### src/rtl/instr_inject_ctrl.sv
// Instruction injection controller: two requesters feed a FIFO through a
// round-robin arbiter; queued words are issued to the core, followed by a NOP drain.
module instr_inject_ctrl #(
    parameter int unsigned DEPTH        = 4,
    parameter int unsigned DRAIN_CYCLES = 4,
    parameter logic [31:0] NOP          = 32'h0000_0013
) (
    input  logic                     clk,
    input  logic                     reset,
    input  logic                     src0_valid,
    input  logic [31:0]              src0_instr,
    output logic                     src0_ready,
    input  logic                     src1_valid,
    input  logic [31:0]              src1_instr,
    output logic                     src1_ready,
    input  logic                     inj_en,
    output logic                     instr_mode,
    output logic [31:0]              instr_ext,
    output logic                     busy,
    output logic [$clog2(DEPTH):0]   fifo_count,
    output logic [15:0]              issued_count
);

    localparam int unsigned AW = $clog2(DEPTH);
    localparam int unsigned CW = (DRAIN_CYCLES > 1) ? $clog2(DRAIN_CYCLES) : 1;
    localparam logic [AW:0]   FULL_CNT   = (AW + 1)'(DEPTH);
    localparam logic [CW-1:0] DRAIN_LOAD = CW'(DRAIN_CYCLES - 1);

    localparam logic [1:0] ST_IDLE  = 2'd0;
    localparam logic [1:0] ST_ISSUE = 2'd1;
    localparam logic [1:0] ST_DRAIN = 2'd2;

    logic [1:0]    state_q,   state_d;
    logic          mode_q,    mode_d;
    logic [31:0]   ext_q,     ext_d;
    logic [CW-1:0] drain_q,   drain_d;
    logic [AW-1:0] wr_ptr_q,  wr_ptr_d;
    logic [AW-1:0] rd_ptr_q,  rd_ptr_d;
    logic [AW:0]   count_q,   count_d;
    logic [15:0]   issued_q,  issued_d;
    logic          last1_q,   last1_d;
    logic [31:0]   mem_q [DEPTH];

    logic        full;
    logic        empty;
    logic        grant0;
    logic        grant1;
    logic        push;
    logic        pop;
    logic [31:0] push_word;
    logic [31:0] head_word;

    // last1_q=1 means src1 was accepted last, so src0 wins the next tie
    assign full       = (count_q == FULL_CNT);
    assign empty      = (count_q == '0);
    assign grant0     = src0_valid & (~src1_valid | last1_q);
    assign grant1     = src1_valid & (~src0_valid | ~last1_q);
    assign src0_ready = reset & grant0 & ~full;
    assign src1_ready = reset & grant1 & ~full;
    assign push       = src0_ready | src1_ready;
    assign push_word  = src0_ready ? src0_instr : src1_instr;
    assign pop        = ~empty & inj_en;
    assign head_word  = mem_q[rd_ptr_q];

    always_comb begin
        state_d  = state_q;
        mode_d   = mode_q;
        ext_d    = ext_q;
        drain_d  = drain_q;
        wr_ptr_d = push ? wr_ptr_q + 1'b1 : wr_ptr_q;
        rd_ptr_d = pop  ? rd_ptr_q + 1'b1 : rd_ptr_q;
        issued_d = pop  ? issued_q + 16'd1 : issued_q;
        last1_d  = last1_q;
        count_d  = count_q;

        if (src0_ready) begin
            last1_d = 1'b0;
        end else if (src1_ready) begin
            last1_d = 1'b1;
        end

        case ({push, pop})
            2'b10:   count_d = count_q + 1'b1;
            2'b01:   count_d = count_q - 1'b1;
            default: count_d = count_q;
        endcase

        case (state_q)
            ST_IDLE: begin
                if (pop) begin
                    ext_d   = head_word;
                    mode_d  = 1'b1;
                    state_d = ST_ISSUE;
                end
            end
            ST_ISSUE: begin
                if (pop) begin
                    ext_d = head_word;
                end else begin
                    ext_d   = NOP;
                    drain_d = DRAIN_LOAD;
                    state_d = ST_DRAIN;
                end
            end
            ST_DRAIN: begin
                if (pop) begin
                    ext_d   = head_word;
                    state_d = ST_ISSUE;
                end else if (drain_q == '0) begin
                    mode_d  = 1'b0;
                    state_d = ST_IDLE;
                end else begin
                    drain_d = drain_q - 1'b1;
                end
            end
            default: begin
                mode_d  = 1'b0;
                ext_d   = NOP;
                state_d = ST_IDLE;
            end
        endcase
    end

    always_ff @(posedge clk or negedge reset) begin
        if (!reset) begin
            state_q  <= ST_IDLE;
            mode_q   <= 1'b0;
            ext_q    <= NOP;
            drain_q  <= '0;
            wr_ptr_q <= '0;
            rd_ptr_q <= '0;
            count_q  <= '0;
            issued_q <= '0;
            last1_q  <= 1'b1;
        end else begin
            state_q  <= state_d;
            mode_q   <= mode_d;
            ext_q    <= ext_d;
            drain_q  <= drain_d;
            wr_ptr_q <= wr_ptr_d;
            rd_ptr_q <= rd_ptr_d;
            count_q  <= count_d;
            issued_q <= issued_d;
            last1_q  <= last1_d;
        end
    end

    always_ff @(posedge clk) begin
        if (push) begin
            mem_q[wr_ptr_q] <= push_word;
        end
    end

    assign instr_mode   = mode_q;
    assign instr_ext    = ext_q;
    assign busy         = (state_q != ST_IDLE);
    assign fifo_count   = count_q;
    assign issued_count = issued_q;

endmodule

### config.mk
export PLATFORM = sky130hd
export DESIGN_NAME = instr_inject_ctrl
export DESIGN_NICKNAME = d
export VERILOG_FILES = /design/src/rtl/instr_inject_ctrl.sv
export SDC_FILE = /design/constraint.sdc
export NUM_CORES = 1
export LEC_CHECK = 0
export CORE_MARGIN = 3
export CORE_UTILIZATION = 43
export DETAILED_ROUTE_END_ITERATION = 8
export PLACE_DENSITY = 0.72
export SLEW_MARGIN = 20
export SYNTH_ARGS = -nofsm -noshare
export SYNTH_HDL_FRONTEND = slang
export SYNTH_SLANG_ARGS = --single-unit
### constraint.sdc
create_clock -name clk -period 2.45 [get_ports clk]
set_input_delay 0.245 -clock clk [delete_from_list [all_inputs] [get_ports clk]]
set_output_delay 0.245 -clock clk [all_outputs]
set_load 0.005 [all_outputs]
==> results.py <==
metrics = {
    "run_status": {
        "status": "complete, no violations",
    },
    "clock_tree": {
        "post_cts_resized": 0,
        "clk_pin_slew_ns": 0.07,
        "cts_tree": "yes",
        "clkSinkCount": 189,
        "cts_root_buf": "clkbuf_16",
        "h-tree-depth": 4,
        "clkLatencyLatePin_ns": 0.43,
        "numCtsBuffers": 17,
        "hold_buffers": 0,
        "cts_setup_buffers": 0,
        "clock_path_buffers": 2,
    },
    "setup_path": {
        "startpoint_type": "flop",
        "crit_fanout": 7,
        "reg2reg_slack_ns": 0.41,
        "path_class": "reg -> out",
        "critPathCapture": "src0_ready",
        "reg2reg_to": "instr_ext[20]",
        "required_ns": 2.20,
        "endpoint_kind": "primary output",
        "critPathLaunch": "fifo_count[1]",
        "critPathMaxStageDelay_ns": 0.50,
        "path_cells": "inv_2 > a31oi_4 > nand3_4 > inv_1 > clkdlybuf4s50_1",
        "r2r_start": "fifo_count[2]",
        "critPathArrivalTime_ns": 1.99,
        "worstRegToRegCells": 5,
        "cp_slowest_cell": "clkdlybuf4s50_1",
    },
    "route": {
        "dr_total_vias": 4090,
        "wl_um": 15100,
        "wl_per_cell_um": 19.0,
        "first_iter_violations": 218,
        "dr.pass1.iters": 5,
        "drc": 0,
        "routed_via_density": 5.16,
        "ant_nets": 0,
    },
    "synth": {
        "yosys_warnings": 0,
        "ys_types": 41,
        "synth_seq_cells": 189,
        "avgSynthCellArea_um2": 18.7,
        "ys.flop_type": "edfxtp_1",
        "syn_area_um2": 7750,
        "syn-num-nets": 491,
        "syn_inst": 414,
        "synth_edf_count": 128,
        "synthArstFlopShare": 0.323,
        "seq_area_frac_synth": 0.693,
    },
    "grt": {
        "grt_pass1_wl_um": 24000,
        "track_usage": 0.160,
        "antenna_found_initial": 0,
        "grt_max_degree": 62,
        "grt_pass1_vias": 4301,
        "overflow": 0,
    },
    "sta": {
        "maxSlewViolCount": 0,
        "rsz0062_at_grt": "no",
        "post-route-period-util": 0.912,
        "tns_ns": 0,
        "worst_pin_slew_ns": 0.847,
        "max_slew_margin": 0.434,
        "min_period_ns": 2.23,
        "hold_viol_final": 0,
        "skew_ns": 0.0102,
        "setup_viol": 0,
        "fmax_ghz": 0.448,
    },
    "power_and_ir_drop": {
        "pwr_density_cell_nw_per_um2": 1070,
        "vdd_drop_max_mv": 0.607,
        "p_leak_uw": 0.00373,
    },
    "die": {
        "die_w_um": 140,
        "dieArea_um2": 19700,
        "pin_count": 124,
        "row_count": 48,
        "die_h_um": 140,
        "coreArea_um2": 17500,
        "start_util": 0.444,
    },
    "run": {
        "cap_violations": 0,
    },
    "placement": {
        "dpl_cell_area_um2": 9310,
        "dp_hpwl_um": 9660,
        "port-buffer-count": 123,
        "place_congestion": 0.765,
    },
    "finish": {
        "drive_gt1_frac": 0.243,
        "antennaDiodeCount": 0,
        "final_nets": 632,
        "design_area_um2": 9920,
        "syn_to_final_growth_pct": 27.9,
    },
    "worst_hold_path": {
        "hold_class": "in -> async",
    },
}
[area by class of cell]
cell class	count	area (µm²)
timing repair buffer	143	1450
sequential	189	5380
fill	1280	7560
tap	225	282
clock inverter	15	144
inverter	11	41.3
clock buffer	17	425
multi-input combinational	193	2190
[worst min path at each step]
stage,start,end,slack [ns],cells past startpoint
6_report,reset,instr_ext[27],0.04,2
5_1_grt,reset,instr_ext[27],0.11,2
4_1_cts,reset,instr_ext[27],0.06,2
3_5_place_dp,issued_count[15],issued_count[15],0.47,1
3_3_place_gp,issued_count[15],issued_count[15],0.46,1
2_1_floorplan,reset,drain_q[0],-0.05,0
[routing by layer]
layer | vias to the layer above | share of wire | GRT usage
li1 | 1894 | - | -
met4 | 0 | 0.0096 | 0.0428
met2 | 137 | 0.51 | 0.269
met1 | 2046 | 0.43 | 0.208
met3 | 13 | 0.051 | 0.0423
met5 | - | 0 | 0
[report_power, final]
group,switching (µW),internal (µW),leakage [µW]
logic,1350,1870,0.00153
registers,501,4250,0.00193
clock network,1260,1350,0.000275
total,3110,7480,0.00373
[flip-flops by register name, summed over array words and instances (netlist names)]
| register | count |
|---|---|
| rd_ptr_q | 2 |
| wr_ptr_q | 2 |
| mem_q | 128 |
| issued_count | 16 |
| instr_ext | 32 |
| instr_mode | 1 |
| fifo_count | 3 |
| state_q | 2 |
| drain_q | 2 |
| last1_q | 1 |
[metrics by stage]
step | setup WS (ns) | instances | total power [µW] | hold slack [ns] | utilization
final | 0.216 | 793 | 10600 | 0.0386 | 0.567
after global routing | 0.0699 | 793 | 11200 | 0.108 | 0.567
after CTS | 0.0579 | 788 | 10700 | 0.0642 | 0.565
after detailed placement | 0.331 | 756 | 8100 | 0.466 | 0.533
after global placement | 0.388 | 756 | 7940 | 0.463 | 0.533
after floorplan | 0.274 | 414 | 6660 | -0.0506 | -
[Yosys cell counts (all sizes together) (2+ instances only)]
cell type,count,area [µm²]
dfstp,4,105
and2,4,25.0
dfrtp,57,1430
mux4,32,721
nor2,13,56.3
o21a,2,15.0
xnor2,16,140
mux2,33,477
o22a,2,17.5
a211oi,3,22.5
nand3,6,42.5
nand4,5,31.3
edfxtp,128,3840
and4,2,17.5
buf,16,139
clkbuf,5,18.8
mux2i,2,20.0
and3,4,25.0
xor2,5,43.8
inv,11,41.3
nor3,6,30.0
a21oi,3,18.8
ha,7,87.6
a22o,29,254
nand2,10,37.5
[cell families after synthesis]
family                     synth area share
and+or+nand+nor                      0.0392
buffers and inverters                0.0257
AOI/OAI and AO/OA                    0.0473
muxes                                 0.157
DFF                                   0.693
adders and majority gates            0.0139
xor gates and xnor gates             0.0237
[cell usage in the layout, fill, tap and decap left out, types with 6 or more instances in the layout]
cell	count
inv_1	8
clkbuf_16	17
dfrtp_1	55
nand2_1	10
buf_4	15
mux4_2	32
xnor2_1	16
clkdlybuf4s50_1	122
a22o_1	29
ha_1	7
edfxtp_1	128
mux2_4	28
buf_12	6
inv_6	8
nor3_1	6
nor2_1	12
[critical path: cells and delay by family, from the launching register on]
family	cells	cell delay, ns
compound gates	1	0.25
buf+inv	3	0.69
flops	1	0.43
simple gates	1	0.19
(Power assumes the default switching activity.)
==> edit: new RTL, same flow settings <==
`DRAIN_CYCLES`: 4 -> 16.
--- a/src/rtl/instr_inject_ctrl.sv
+++ b/src/rtl/instr_inject_ctrl.sv
@@ -3,5 +3,5 @@
 module instr_inject_ctrl #(
     parameter int unsigned DEPTH        = 4,
-    parameter int unsigned DRAIN_CYCLES = 4,
+    parameter int unsigned DRAIN_CYCLES = 16,
     parameter logic [31:0] NOP          = 32'h0000_0013
 ) (
Behaviour: not the same (Yosys sat finds a counterexample within 10 cycles, from zero or initial values and one cycle with reset low).
==> edit against the unedited design <==
Setup slack lost 0.028 ns; count of clock-buffer cells in the layout is 5 higher; die area is 0.33% lower; cell area rose by 0.10%; synthesized cell count rose by 3.9%; via count increased by 5.2%; clock skew is 0.0037 ns lower; wire length increased by 6.9%; area after synthesis fell by 0.36%; sequential cell count is 2 higher; total power rose by 1.2%; non-clock buffer count rose by 2; highest routed layer unchanged; register-to-register slack worse by 0.04 ns.
==> edit: results (changes against the unedited design) <==
metric	value	unit	change
hold slack	0.03805	ns	was 0.03862 ns
r2r startpoint	fifo_count[0]		was fifo_count[2]
Reg2Reg Capture Point	mem_q[1][24]		was instr_ext[20]
routed wire length	16100	µm	was 15070 µm
met3 WL post-DR	891	µm	was 774 µm
Layout Nets	650		was 632
sequential cell area	5428	µm²	was 5378 µm²
Post-synth ARST share	32.98	%	was 32.28%
Multi-input gate area	2126	µm²	was 2192 µm²
initial DRC count	221		was 218
first-pass GRT wire length	25760	µm	was 23960 µm
first drt pass iteration count	4		was 5
register area share after synthesis	70.22	%	was 69.32%
r2r setup slk	0.37	ns	was 0.41 ns
Worst-Margin Slew	0.8725	ns	was 0.8466 ns
M2 GR Usage	29.45	%	was 26.89%
vias per cell	5.305		was 5.158
Placed Area	9340	µm²	was 9309 µm²
synthesis-to-finish area growth	28.47	%	was 27.88%
Critical Path AT	2.02	ns	was 1.99 ns
Post-Synth Adder-Cell Area	1.393	%	was 1.388%
post-CTS setup buffers	1		was 0
Clock Skews	0.006553	ns	was 0.01024 ns
number of global-route vias before repair	4674		was 4301
status	complete, no violations		unchanged
Signal buffers	145		was 143
Met2 Wirelength	8203	µm	was 7632 µm
clock buf count	22		was 17
reg2reg path depth	6		was 5
Mapped Avg Cell Area	17.97	µm²	was 18.73 µm²
leakage power figure	0.003639	µW	was 0.003729 µW
Layout clock area frac	5.824	%	was 5.741%
edit: worst max-delay path: stages (launching register included):
cell	delay, ns
dfrtp_1	0.45
inv_1	0.14
a31oi_4	0.25
nand2_1	0.10
a21oi_1	0.13
clkdlybuf4s50_1	0.52
edit: per-stage QoR:
stage | setup slack (ns) | total power (µW)
after floorplan | 0.2096 | 6613
after CTS | 0.1485 | 10870
after detailed placement | 0.3242 | 8152
final | 0.1878 | 10720
after global routing | 0.07293 | 11310
after global placement | 0.3774 | 8016
edit: how the worst max path moves through the flow:
| stage | from | end | slack [ns] | depth (start not counted) |
|---|---|---|---|---|
| after CTS | fifo_count[0] | src1_ready | 0.15 | 5 |
| after global placement | src0_valid | fifo_count[2] | 0.38 | 9 |
| final | fifo_count[0] | src1_ready | 0.19 | 5 |
| after detailed placement | src0_valid | fifo_count[2] | 0.32 | 9 |
| after floorplan | fifo_count[0] | mem_q[0][0] | 0.21 | 4 |
| after global routing | fifo_count[1] | src1_ready | 0.07 | 5 |
